**src/rtl/uart_rx_fsm.sv**
```systemverilog
// UART receive sequencer.
// Walks a serial frame (start, data, optional parity, stop) using an
// oversample counter, fires one-cycle enables at the mid-bit check point of
// each bit for the external start/deserializer/parity/stop units, and
// reports a good frame with a single-cycle data_valid in the ERR_CHK cycle.
//
// Output semantics: every enable and data_valid is a registered one-cycle
// pulse with no backpressure; a unit receiving an enable must act on it in
// that cycle. fsm_state exposes the current state (IDLE=0, START=1, DATA=2,
// PARITY=3, STOP=4, ERR_CHK=5) for observation only.
module uart_rx_fsm #(
  parameter int DATA_WIDTH = 8
) (
  input  logic       CLK,
  input  logic       RST,
  input  logic       RX_IN,
  input  logic       PAR_EN,
  input  logic [5:0] Prescale,
  input  logic       strt_glitch,
  input  logic       par_err,
  input  logic       stp_err,
  output logic       dat_samp_en,
  output logic       strt_chk_en,
  output logic       deser_en,
  output logic       par_chk_en,
  output logic       stp_chk_en,
  output logic [5:0] edge_cnt,
  output logic [3:0] bit_cnt,
  output logic       data_valid,
  output logic [2:0] fsm_state
);

  typedef enum logic [2:0] {
    IDLE    = 3'd0,
    START   = 3'd1,
    DATA    = 3'd2,
    PARITY  = 3'd3,
    STOP    = 3'd4,
    ERR_CHK = 3'd5
  } state_t;

  state_t     state;
  logic [5:0] p_reg;      // oversampling ratio frozen for the current frame
  logic       par_flag;   // sticky parity error for the current frame
  logic [5:0] p_legal;
  logic [5:0] chk_pre;
  logic [5:0] edge_next;
  logic       bit_end;
  logic       at_chk_pre;
  logic       last_bit;

  // Any unsupported oversampling ratio falls back to 8.
  always_comb begin
    p_legal = 6'd8;
    if (Prescale == 6'd8 || Prescale == 6'd16 || Prescale == 6'd32) begin
      p_legal = Prescale;
    end
  end

  // The enables are registered, so they are raised one count before the
  // check point (P/2+2) and are therefore high exactly while edge_cnt
  // equals the check point. P/2+1 is always below P-1, so this never
  // collides with a bit end.
  assign bit_end    = (edge_cnt == p_reg - 6'd1);
  assign chk_pre    = (p_reg >> 1) + 6'd1;
  assign at_chk_pre = (edge_cnt == chk_pre);
  assign edge_next  = bit_end ? 6'd0 : edge_cnt + 6'd1;
  assign last_bit   = (bit_cnt == 4'(DATA_WIDTH - 1));
  assign fsm_state  = state;

  // Frame sequencer: state, counters and all registered outputs.
  always_ff @(posedge CLK) begin
    if (RST) begin
      state       <= IDLE;
      p_reg       <= 6'd8;
      par_flag    <= 1'b0;
      edge_cnt    <= 6'd0;
      bit_cnt     <= 4'd0;
      dat_samp_en <= 1'b0;
      strt_chk_en <= 1'b0;
      deser_en    <= 1'b0;
      par_chk_en  <= 1'b0;
      stp_chk_en  <= 1'b0;
      data_valid  <= 1'b0;
    end else begin
      strt_chk_en <= 1'b0;
      deser_en    <= 1'b0;
      par_chk_en  <= 1'b0;
      stp_chk_en  <= 1'b0;
      data_valid  <= 1'b0;
      case (state)
        IDLE: begin
          if (!RX_IN) begin
            state       <= START;
            p_reg       <= p_legal;
            edge_cnt    <= 6'd0;
            bit_cnt     <= 4'd0;
            par_flag    <= 1'b0;
            dat_samp_en <= 1'b1;
          end
        end
        START: begin
          edge_cnt    <= edge_next;
          strt_chk_en <= at_chk_pre;
          if (bit_end) begin
            if (strt_glitch) begin
              state       <= IDLE;
              dat_samp_en <= 1'b0;
            end else begin
              state <= DATA;
            end
          end
        end
        DATA: begin
          edge_cnt <= edge_next;
          deser_en <= at_chk_pre;
          if (bit_end) begin
            if (last_bit) begin
              bit_cnt <= 4'd0;
              state   <= PAR_EN ? PARITY : STOP;
            end else begin
              bit_cnt <= bit_cnt + 4'd1;
            end
          end
        end
        PARITY: begin
          edge_cnt   <= edge_next;
          par_chk_en <= at_chk_pre;
          if (bit_end) begin
            par_flag <= par_flag | par_err;
            state    <= STOP;
          end
        end
        STOP: begin
          edge_cnt   <= edge_next;
          stp_chk_en <= at_chk_pre;
          if (bit_end) begin
            state       <= ERR_CHK;
            dat_samp_en <= 1'b0;
            data_valid  <= stp_err & ~par_flag;
          end
        end
        ERR_CHK: begin
          // A low line here is the start bit of a back-to-back frame.
          if (!RX_IN) begin
            state       <= START;
            edge_cnt    <= 6'd0;
            bit_cnt     <= 4'd0;
            par_flag    <= 1'b0;
            dat_samp_en <= 1'b1;
          end else begin
            state <= IDLE;
          end
        end
        default: begin
          state       <= IDLE;
          edge_cnt    <= 6'd0;
          bit_cnt     <= 4'd0;
          dat_samp_en <= 1'b0;
        end
      endcase
    end
  end

endmodule

```
**config.mk**
```make
export PLATFORM = sky130hd
export DESIGN_NAME = uart_rx_fsm
export DESIGN_NICKNAME = d
export VERILOG_FILES = /design/src/rtl/uart_rx_fsm.sv
export SDC_FILE = /design/constraint.sdc
export NUM_CORES = 1
export LEC_CHECK = 0
export CORE_ASPECT_RATIO = 1.5
export CORE_UTILIZATION = 51
export CTS_CLUSTER_DIAMETER = 80
export DETAILED_ROUTE_END_ITERATION = 7
export PLACE_DENSITY_LB_ADDON = 0.05
export SETUP_SLACK_MARGIN = 0.5
export SYNTH_ARGS = -nofsm -noshare
export SYNTH_HDL_FRONTEND = slang
export SYNTH_SLANG_ARGS = --single-unit
```
**constraint.sdc**
```tcl
create_clock -name CLK -period 2.66 [get_ports CLK]
set_input_delay 0.798 -clock CLK [delete_from_list [all_inputs] [get_ports CLK]]
set_output_delay 0.798 -clock CLK [all_outputs]
set_load 0.05 [all_outputs]
```
## Yosys cells after proc, flatten, opt, wreduce, memory -nomap -nowiden

Index checks and enable logic that the tools add are counted.

- Register bits after elaboration: 26
- Word-level logic and storage cells: 89

- Add/sub/neg operators: 4
- Eq/ne operators: 19
- Reduce and logical (&&, ||, !) cells: 18
- Multiplexer cells: 26
- Bitwise gates (word level): 11

Operators with widths:

| cell | count |
|---|---|
| 3-bit two-way mux | 7 |
| 6-bit two-way mux | 3 |
| 3-bit case mux with 6 select lines | 1 |
| 2-bit != test, second input constant | 8 |
| 6-bit equality test | 2 |
| 4-bit two-way mux | 3 |
| 4-bit case mux with 3 select lines | 1 |
| 6-bit case mux with 2 select lines | 1 |
| 2-bit OR reduction | 6 |
| 1-bit inverter | 9 |
| 1-bit two-way mux | 7 |
| 5-bit by 1-bit adder with 6-bit output, second input constant | 1 |
| 6-bit by 1-bit adder with 6-bit output, second input constant | 1 |
| 3-bit by 2-bit equality test with 1-bit output, second input constant | 2 |
| 3-bit equality test, second input constant | 2 |
| 6-bit by 4-bit equality test with 1-bit output, second input constant | 1 |
| 6-bit by 5-bit equality test with 1-bit output, second input constant | 1 |
| 6-bit equality test, second input constant | 1 |
| 3-bit AND reduction | 2 |
| 6-bit AND reduction | 1 |
| 3-bit OR reduction | 2 |
| 6-bit by 1-bit subtractor with 6-bit output, second input constant | 1 |
| 5-bit AND reduction | 1 |
| 4-bit by 1-bit adder with 4-bit output, second input constant | 1 |
| other kinds (12) | 13 |

## Logic depth before layout (Yosys ltp)

Gate-level depths: netlist of the first run.

- Word-level depth: 4
- Depth in mapped cells: 9
- Gate-level depth less buffers: 7

## Worst setup path before layout of the first run

No wires, ideal clock.

- Path type: register -> register
- From: register edge_cnt[4]
- To: register bit_cnt[2]
- Arrival time: 1.942 ns
- Required time: 2.532 ns
- Setup slack: 0.590 ns
- Cell stages (with the launch flop): 9
- Period minus slack after synthesis: 2.070 ns
- Buffers on the path: 3
- Cell sequence: dfxtp_1 -> buf_4 -> xor2_1 -> nor4b_2 -> o2111ai_2 -> buf_6 -> buf_6 -> o211ai_2 -> o211ai_1

- Longest elaborated chain between the ends: 3

Ends and longest elaborated chain:

| what | line | RTL |
|---|---|---|
| from (decl) | 27 | `output logic [5:0] edge_cnt,` |
| from (signal assigned) | 103 | `edge_cnt <= edge_next;` |
| from (signal assigned) | 115 | `edge_cnt <= edge_next;` |
| from (signal assigned) | 127 | `edge_cnt <= edge_next;` |
| 6-bit equality test | 64 | `assign bit_end = (edge_cnt == p_reg - 6'd1);` |
| 2-bit != test (no line) | n/a |  |
| 3-bit AND reduction (no line) | n/a |  |
| to (signal assigned) | 122 | `bit_cnt <= bit_cnt + 4'd1;` |
| to (decl) | 28 | `output logic [3:0] bit_cnt,` |

No other way between the ends.
A chain may end at the register's enable or synchronous reset.

## Worst setup path in the final report of the first run

- From: input RX_IN
- To: register edge_cnt[2]

- Longest elaborated chain between the ends: 1

Ends and longest elaborated chain:

| what | line | RTL |
|---|---|---|
| from (decl) | 16 | `input logic RX_IN,` |
| 2-bit != test (no line) | n/a |  |

No other way between the ends.

==> results of run 1 <==
[stage by stage]
step                      setup WS (ns)  utilization [%]  hold slack [ns]  std cells
final                            0.5472            68.94           0.4797        272
after global routing             0.5040            68.94           0.4972        272
after CTS                        0.3684            68.52           0.4844        271
after detailed placement         0.3151            67.09           0.4635        268
after global placement           0.3021            67.09           0.4508        268
after floorplan                  0.5903                -           0.4411        200
[timing repair]
item | in CTS | in global routing
setup buffers | 0 | 1
pin swaps | 0 | 1
resized for setup | 23 | 6
endpoints found under the setup margin | 29 | 11
[final cells by class]
type | instances | area, sq um
Multi-Input combinational cell | 154 | 1037
Fill cell | 254 | 923.4
Sequential cell | 26 | 523.0
Timing Repair Buffer | 43 | 372.9
Tap cell | 39 | 48.80
Clock buffer | 3 | 41.29
Inverter | 7 | 26.28
[worst max-delay path: stages]
cell,delay [ns]
clkdlybuf4s50_1,0.56
nor4b_1,0.36
buf_4,0.22
nor3b_1,0.05
o211ai_1,0.19
a21oi_1,0.08
[cell families after synthesis]
group                    Yosys count  synth area share (%)
AO/OA/AOI/OAI                     43                 19.74
XOR/XNOR                          17                 9.140
adder cells (fa/ha/maj)            5                 3.840
buffers and inverters             20                 6.298
flip-flops                        26                 31.95
AND/OR/NAND/NOR                   89                 29.03
[worst paths after layout]
check	from	endpoint	slack [ns]
worst min-delay path	par_flag	par_flag	0.48
worst max-delay path	RX_IN	edge_cnt[2]	0.55
worst max register to register	p_reg[0]	bit_cnt[0]	0.62
worst min register to register	par_flag	par_flag	0.48
[routing by layer]
layer	vias to the layer above	GRT usage, %	routed length, microns
li1	771	-	-
met1	728	26.67	1578
met2	39	41.63	2160
met3	8	3.275	116
met4	0	8.951	44
met5	-	0	0
[cell usage in the layout (no fill, tap or decap), types with 3 or more instances in the layout]
cell / netlist / routed
nor2_1: 26 / 26
dfxtp_1: 26 / 24
dlygate4sd2_1: 0 / 17
nand2_1: 16 / 16
clkdlybuf4s50_1: 0 / 12
buf_4: 2 / 11
nand3_1: 10 / 10
xnor2_1: 9 / 9
xor2_1: 8 / 8
a21oi_1: 8 / 8
o21ai_0: 8 / 8
inv_1: 7 / 7
nor2b_1: 7 / 7
a31oi_1: 5 / 5
ha_1: 5 / 5
nand2b_1: 4 / 4
a32oi_1: 3 / 3
nand3b_1: 3 / 3
nor3_1: 3 / 3
nand4_1: 3 / 3
clkbuf_8: 0 / 3
[power by group]
part	internal [mW]	switching, mW	total (mW)
clock	0.101	0.117	0.218
sequential	0.393	0.00577	0.398
combinational	0.0409	0.0469	0.0879
[cells in the mapped netlist, drive strengths merged (2+ instances only)]
master and count:
dfxtp 26, nor2 26, nand2 16, nand3 10, xnor2 9, a21oi 8, buf 8, o21ai 8
xor2 8, inv 7, nor2b 7, a31oi 5, clkbuf 5, ha 5, nand2b 4, nor4b 4
o211ai 4, a32oi 3, and2 3, nand3b 3, nand4 3, nor3 3, a221oi 2, a22o 2
and3 2, nor3b 2, o2111ai 2
==> flow_metrics.py, run 1 <==
metrics = {
    "synth": {
        "synth-edff-count": 0,
        "synthCells": 200,
        "ys_async_sr_fraction_pct": 0,
        "yosysWarnings": 0,
        "synth_top_area_share_pct": 31.95,
        "synth_area_sq_um": 1629,
        "synth_area_leaders": "dfxtp_1, nor2_1, xnor2_1",
        "synth_seq_cells": 26,
        "syn_avg_cell_area_sq_um": 8.145,
        "ys.flop_type": "dfxtp_1",
        "synthesis.nets": 218,
        "ys_types": 50,
        "yosysSeqAreaShare_pct": 31.95,
        "yosysTopAreaCell": "dfxtp_1",
    },
    "route": {
        "antenna_left": 0,
        "vias": 1546,
        "drc": 0,
        "wl_per_cell_microns": 14.34,
        "first_iter_violations": 53,
        "vias_per_cell": 5.684,
        "drt-pass1-iter-count": 5,
        "drt-total-wl_mm": 3.900,
    },
    "grt": {
        "grt_max_degree": 19,
        "grt_pass1_vias": 1405,
        "antenna_found_initial": 0,
        "grtUsageTotal_pct": 23.59,
        "grt-ovfl-total": 0,
        "grt_pass1_wl_mm": 6.003,
    },
    "timing": {
        "max_freq_ghz": 0.4733,
        "skew_ns": 0.002499,
        "rsz0062_at_grt": "no",
        "period_needed_ns": 2.113,
        "setup_viol": 0,
        "worstMarginPinSlew_ns": 0.7394,
        "hold_viol_final": 0,
        "maxSlewViolCount": 0,
        "tns_ns": 0,
        "fin_crit_sh_pct": 79.43,
        "slew_headroom_pct": 50.35,
    },
    "power": {
        "leakage_nw": 0.8605,
        "power-per-cell-area_nw_per_um2": 343.7,
        "total_power_mw": 0.7045,
        "ir_drop_v": 0.0003454,
    },
    "clocking": {
        "cts_tree": "done",
        "cts.sinks": 26,
        "root_buffer": "clkbuf_8",
        "hold_buffers": 0,
        "clock_latency_ns": 0.27,
        "cts_buffers": 3,
        "cts.path.max_buffers": 2,
        "clkTransAtPathRegs_ns": 0.08,
        "cts.htree.levels": 1,
    },
    "critical_path": {
        "crit_fanout": 7,
        "critPathCaptureType": "flip-flop",
        "cp.required_ns": 2.82,
        "crit_type": "in -> reg",
        "reg2reg_depth": 7,
        "critPathArrivalTime_ns": 2.27,
        "start_kind": "input pin",
    },
    "die": {
        "ios": 32,
        "std_cell_rows": 24,
        "coreArea_sq_um": 2973,
        "die_y_microns": 71.22,
        "die-area_sq_um": 3429,
        "die_x_microns": 48.15,
        "start_util_pct": 54.80,
    },
    "job": {
        "max-cap-violations": 0,
    },
    "placement": {
        "io_buffers": 31,
        "hpwl_mm": 2.910,
        "placed_cell_area_sq_um": 1994,
        "gp_congestion": 0.8128,
    },
    "min_path": {
        "hp-class": "reg -> reg",
        "hold_depth": 1,
    },
    "layout": {
        "fin_area_sq_um": 2049,
        "nNetsFinal": 253,
        "antennaDiodeCount": 0,
        "drive_gt1_share_pct": 12.88,
        "syn2layout_area_growth_pct": 25.81,
    },
    "outcome": {
        "status": "completed",
    },
}
(Power assumes the default switching activity.)
==> run 2, diff against run 1 <==
- CORE_UTILIZATION: 51 -> 46
- clock period: 2.66 -> 1.8 ns (I/O delays scaled with it)
==> run 2 against run 1 <==
  * The flow now finishes with violations (setup timing)
  * Worst hold slack better by 0.0090 ns
  * Clock skew up 0.0064 ns
  * Wire length increased by 30%
  * Total power is 56% higher
  * Die area up 10%
==> flow_metrics.py, run 2 (synthesized netlist as in run 1, its figures left out) <==
metrics = {
    "clocking": {
        "hold_buffers": 0,
        "cts_buffers": 3,
        "cts.sinks": 26,
        "root_buffer": "clkbuf_8",
        "cts_tree": "done",
        "clock_latency_ns": 0.28,
        "cts.path.max_buffers": 2,
        "clkTransAtPathRegs_ns": 0.08,
        "cts.htree.levels": 1,
    },
    "route": {
        "first_iter_violations": 46,
        "drt-total-wl_mm": 5.075,
        "antenna_left": 0,
        "drc": 0,
        "drt-pass1-iter-count": 5,
        "wl_per_cell_microns": 16.37,
        "vias": 1769,
        "vias_per_cell": 5.706,
    },
    "critical_path": {
        "reg2reg_depth": 9,
        "reg2reg_slack_ns": -0.03,
        "cp.required_ns": 1.97,
        "critPathCaptureType": "flip-flop",
        "cp_top_family": "compound AO/OA/AOI/OAI gates",
        "worstReg2RegEnd": "dat_samp_en",
        "path_cells": "inv_2 -> ha_4 -> o21ba_1 -> a221oi_2 -> o2111ai_2 -> buf_6 -> buf_4 -> a41oi_2 -> nor2_1",
        "crit_fanout": 6,
        "rr_startpoint": "p_reg[1]",
        "critPathBufInv": 3,
        "critPathArrivalTime_ns": 2.01,
        "crit_path_max_incr_delay_ns": 0.35,
        "start_kind": "flip-flop",
        "crit_type": "reg -> reg",
        "slowest_stage": "dfxtp_2",
    },
    "layout": {
        "antennaDiodeCount": 0,
        "multiInputGateArea_sq_um": 1156,
        "mostFrequentLayoutCells": "buf_4, nor2_1, nand2_1, dfxtp_4, buf_12",
        "nFillCells": 207,
        "finalNonFillerCells": 310,
        "syn2layout_area_growth_pct": 67.05,
        "regArea_sq_um": 588.1,
        "drive_gt1_share_pct": 49.25,
        "final_common_cell": "buf_4",
        "fin_area_sq_um": 2721,
        "nNetsFinal": 287,
        "fin_util_pct": 80.44,
    },
    "timing": {
        "setup_viol": 8,
        "worstMarginPinSlew_ns": 0.4015,
        "hold_viol_final": 0,
        "skew_ns": 0.008859,
        "fin_ws_ns": -0.03407,
        "tns_ns": -0.1113,
        "rsz0062_at_grt": "yes",
        "hold_ws_ns": 0.4887,
        "fin_crit_sh_pct": 101.9,
        "period_needed_ns": 1.834,
        "maxSlewViolCount": 0,
        "max_freq_ghz": 0.5452,
        "slew_headroom_pct": 73.10,
    },
    "power": {
        "power-per-cell-area_nw_per_um2": 404.6,
        "ir_drop_v": 0.0005641,
        "total_power_mw": 1.101,
        "leakage_nw": 1.113,
    },
    "die": {
        "coreArea_sq_um": 3383,
        "die_x_microns": 50.59,
        "die_y_microns": 74.89,
        "ios": 32,
        "die-area_sq_um": 3788,
        "std_cell_rows": 26,
        "start_util_pct": 48.15,
    },
    "placement": {
        "dpl_worst_slack_ns": -0.2085,
        "gp_congestion": 0.8584,
        "hpwl_mm": 3.369,
        "placed_cell_area_sq_um": 2282,
        "io_buffers": 31,
        "dpl.cell_count": 282,
    },
    "grt": {
        "grt-ovfl-total": 0,
        "grt_pass1_vias": 1622,
        "grt_max_degree": 20,
        "antenna_found_initial": 0,
        "grt_pass1_wl_mm": 7.334,
        "grtUsageTotal_pct": 26.30,
    },
    "min_path": {
        "holdCritStartpoint": "par_flag",
        "hold_depth": 1,
        "min_to": "par_flag",
        "hp-class": "reg -> reg",
    },
    "job": {
        "max-cap-violations": 0,
    },
    "outcome": {
        "failed_checks": "setup timing",
        "status": "finished, violations left",
    },
}
[run 2: report_power, final]
group          switching, mW  internal (mW)
combinational         0.0853         0.0892
clock                  0.194          0.159
sequential            0.0119          0.562
total                  0.291          0.810
[run 2: area by class of cell]
| type | instances | area share (%) |
|---|---|---|
| timing repair buffer | 77 | 31.36 |
| tap | 42 | 1.931 |
| multi-input combinational | 154 | 42.48 |
| clock buffer | 4 | 1.655 |
| sequential | 26 | 21.61 |
| inverter | 7 | 0.9655 |
[run 2: timing repair]
action	in CTS	in global routing
gates resized for setup	61	22
buffers inserted	15	9
endpoints found under the setup margin	45	45
pin swaps	16	10
[run 2: worst max path at each step]
stage	end	start	slack, ns	cells after the start
4_1_cts	bit_cnt[0]	p_reg[1]	-0.03	7
5_1_grt	edge_cnt[5]	p_reg[1]	-0.13	9
3_5_place_dp	p_reg[3]	Prescale[0]	-0.21	5
6_report	dat_samp_en	p_reg[1]	-0.03	9
3_3_place_gp	edge_cnt[5]	RX_IN	-0.17	6
2_1_floorplan	bit_cnt[2]	p_reg[1]	0.03	9
[run 2: per-layer routing]
metal  vias to the layer above  GRT usage [%]  wire [microns]
met5                         -              0               0
met4                         0          12.04             110
met3                         9          2.626             140
met2                        49          53.48            2921
met1                       861          26.17            1903
li1                        850              -               -
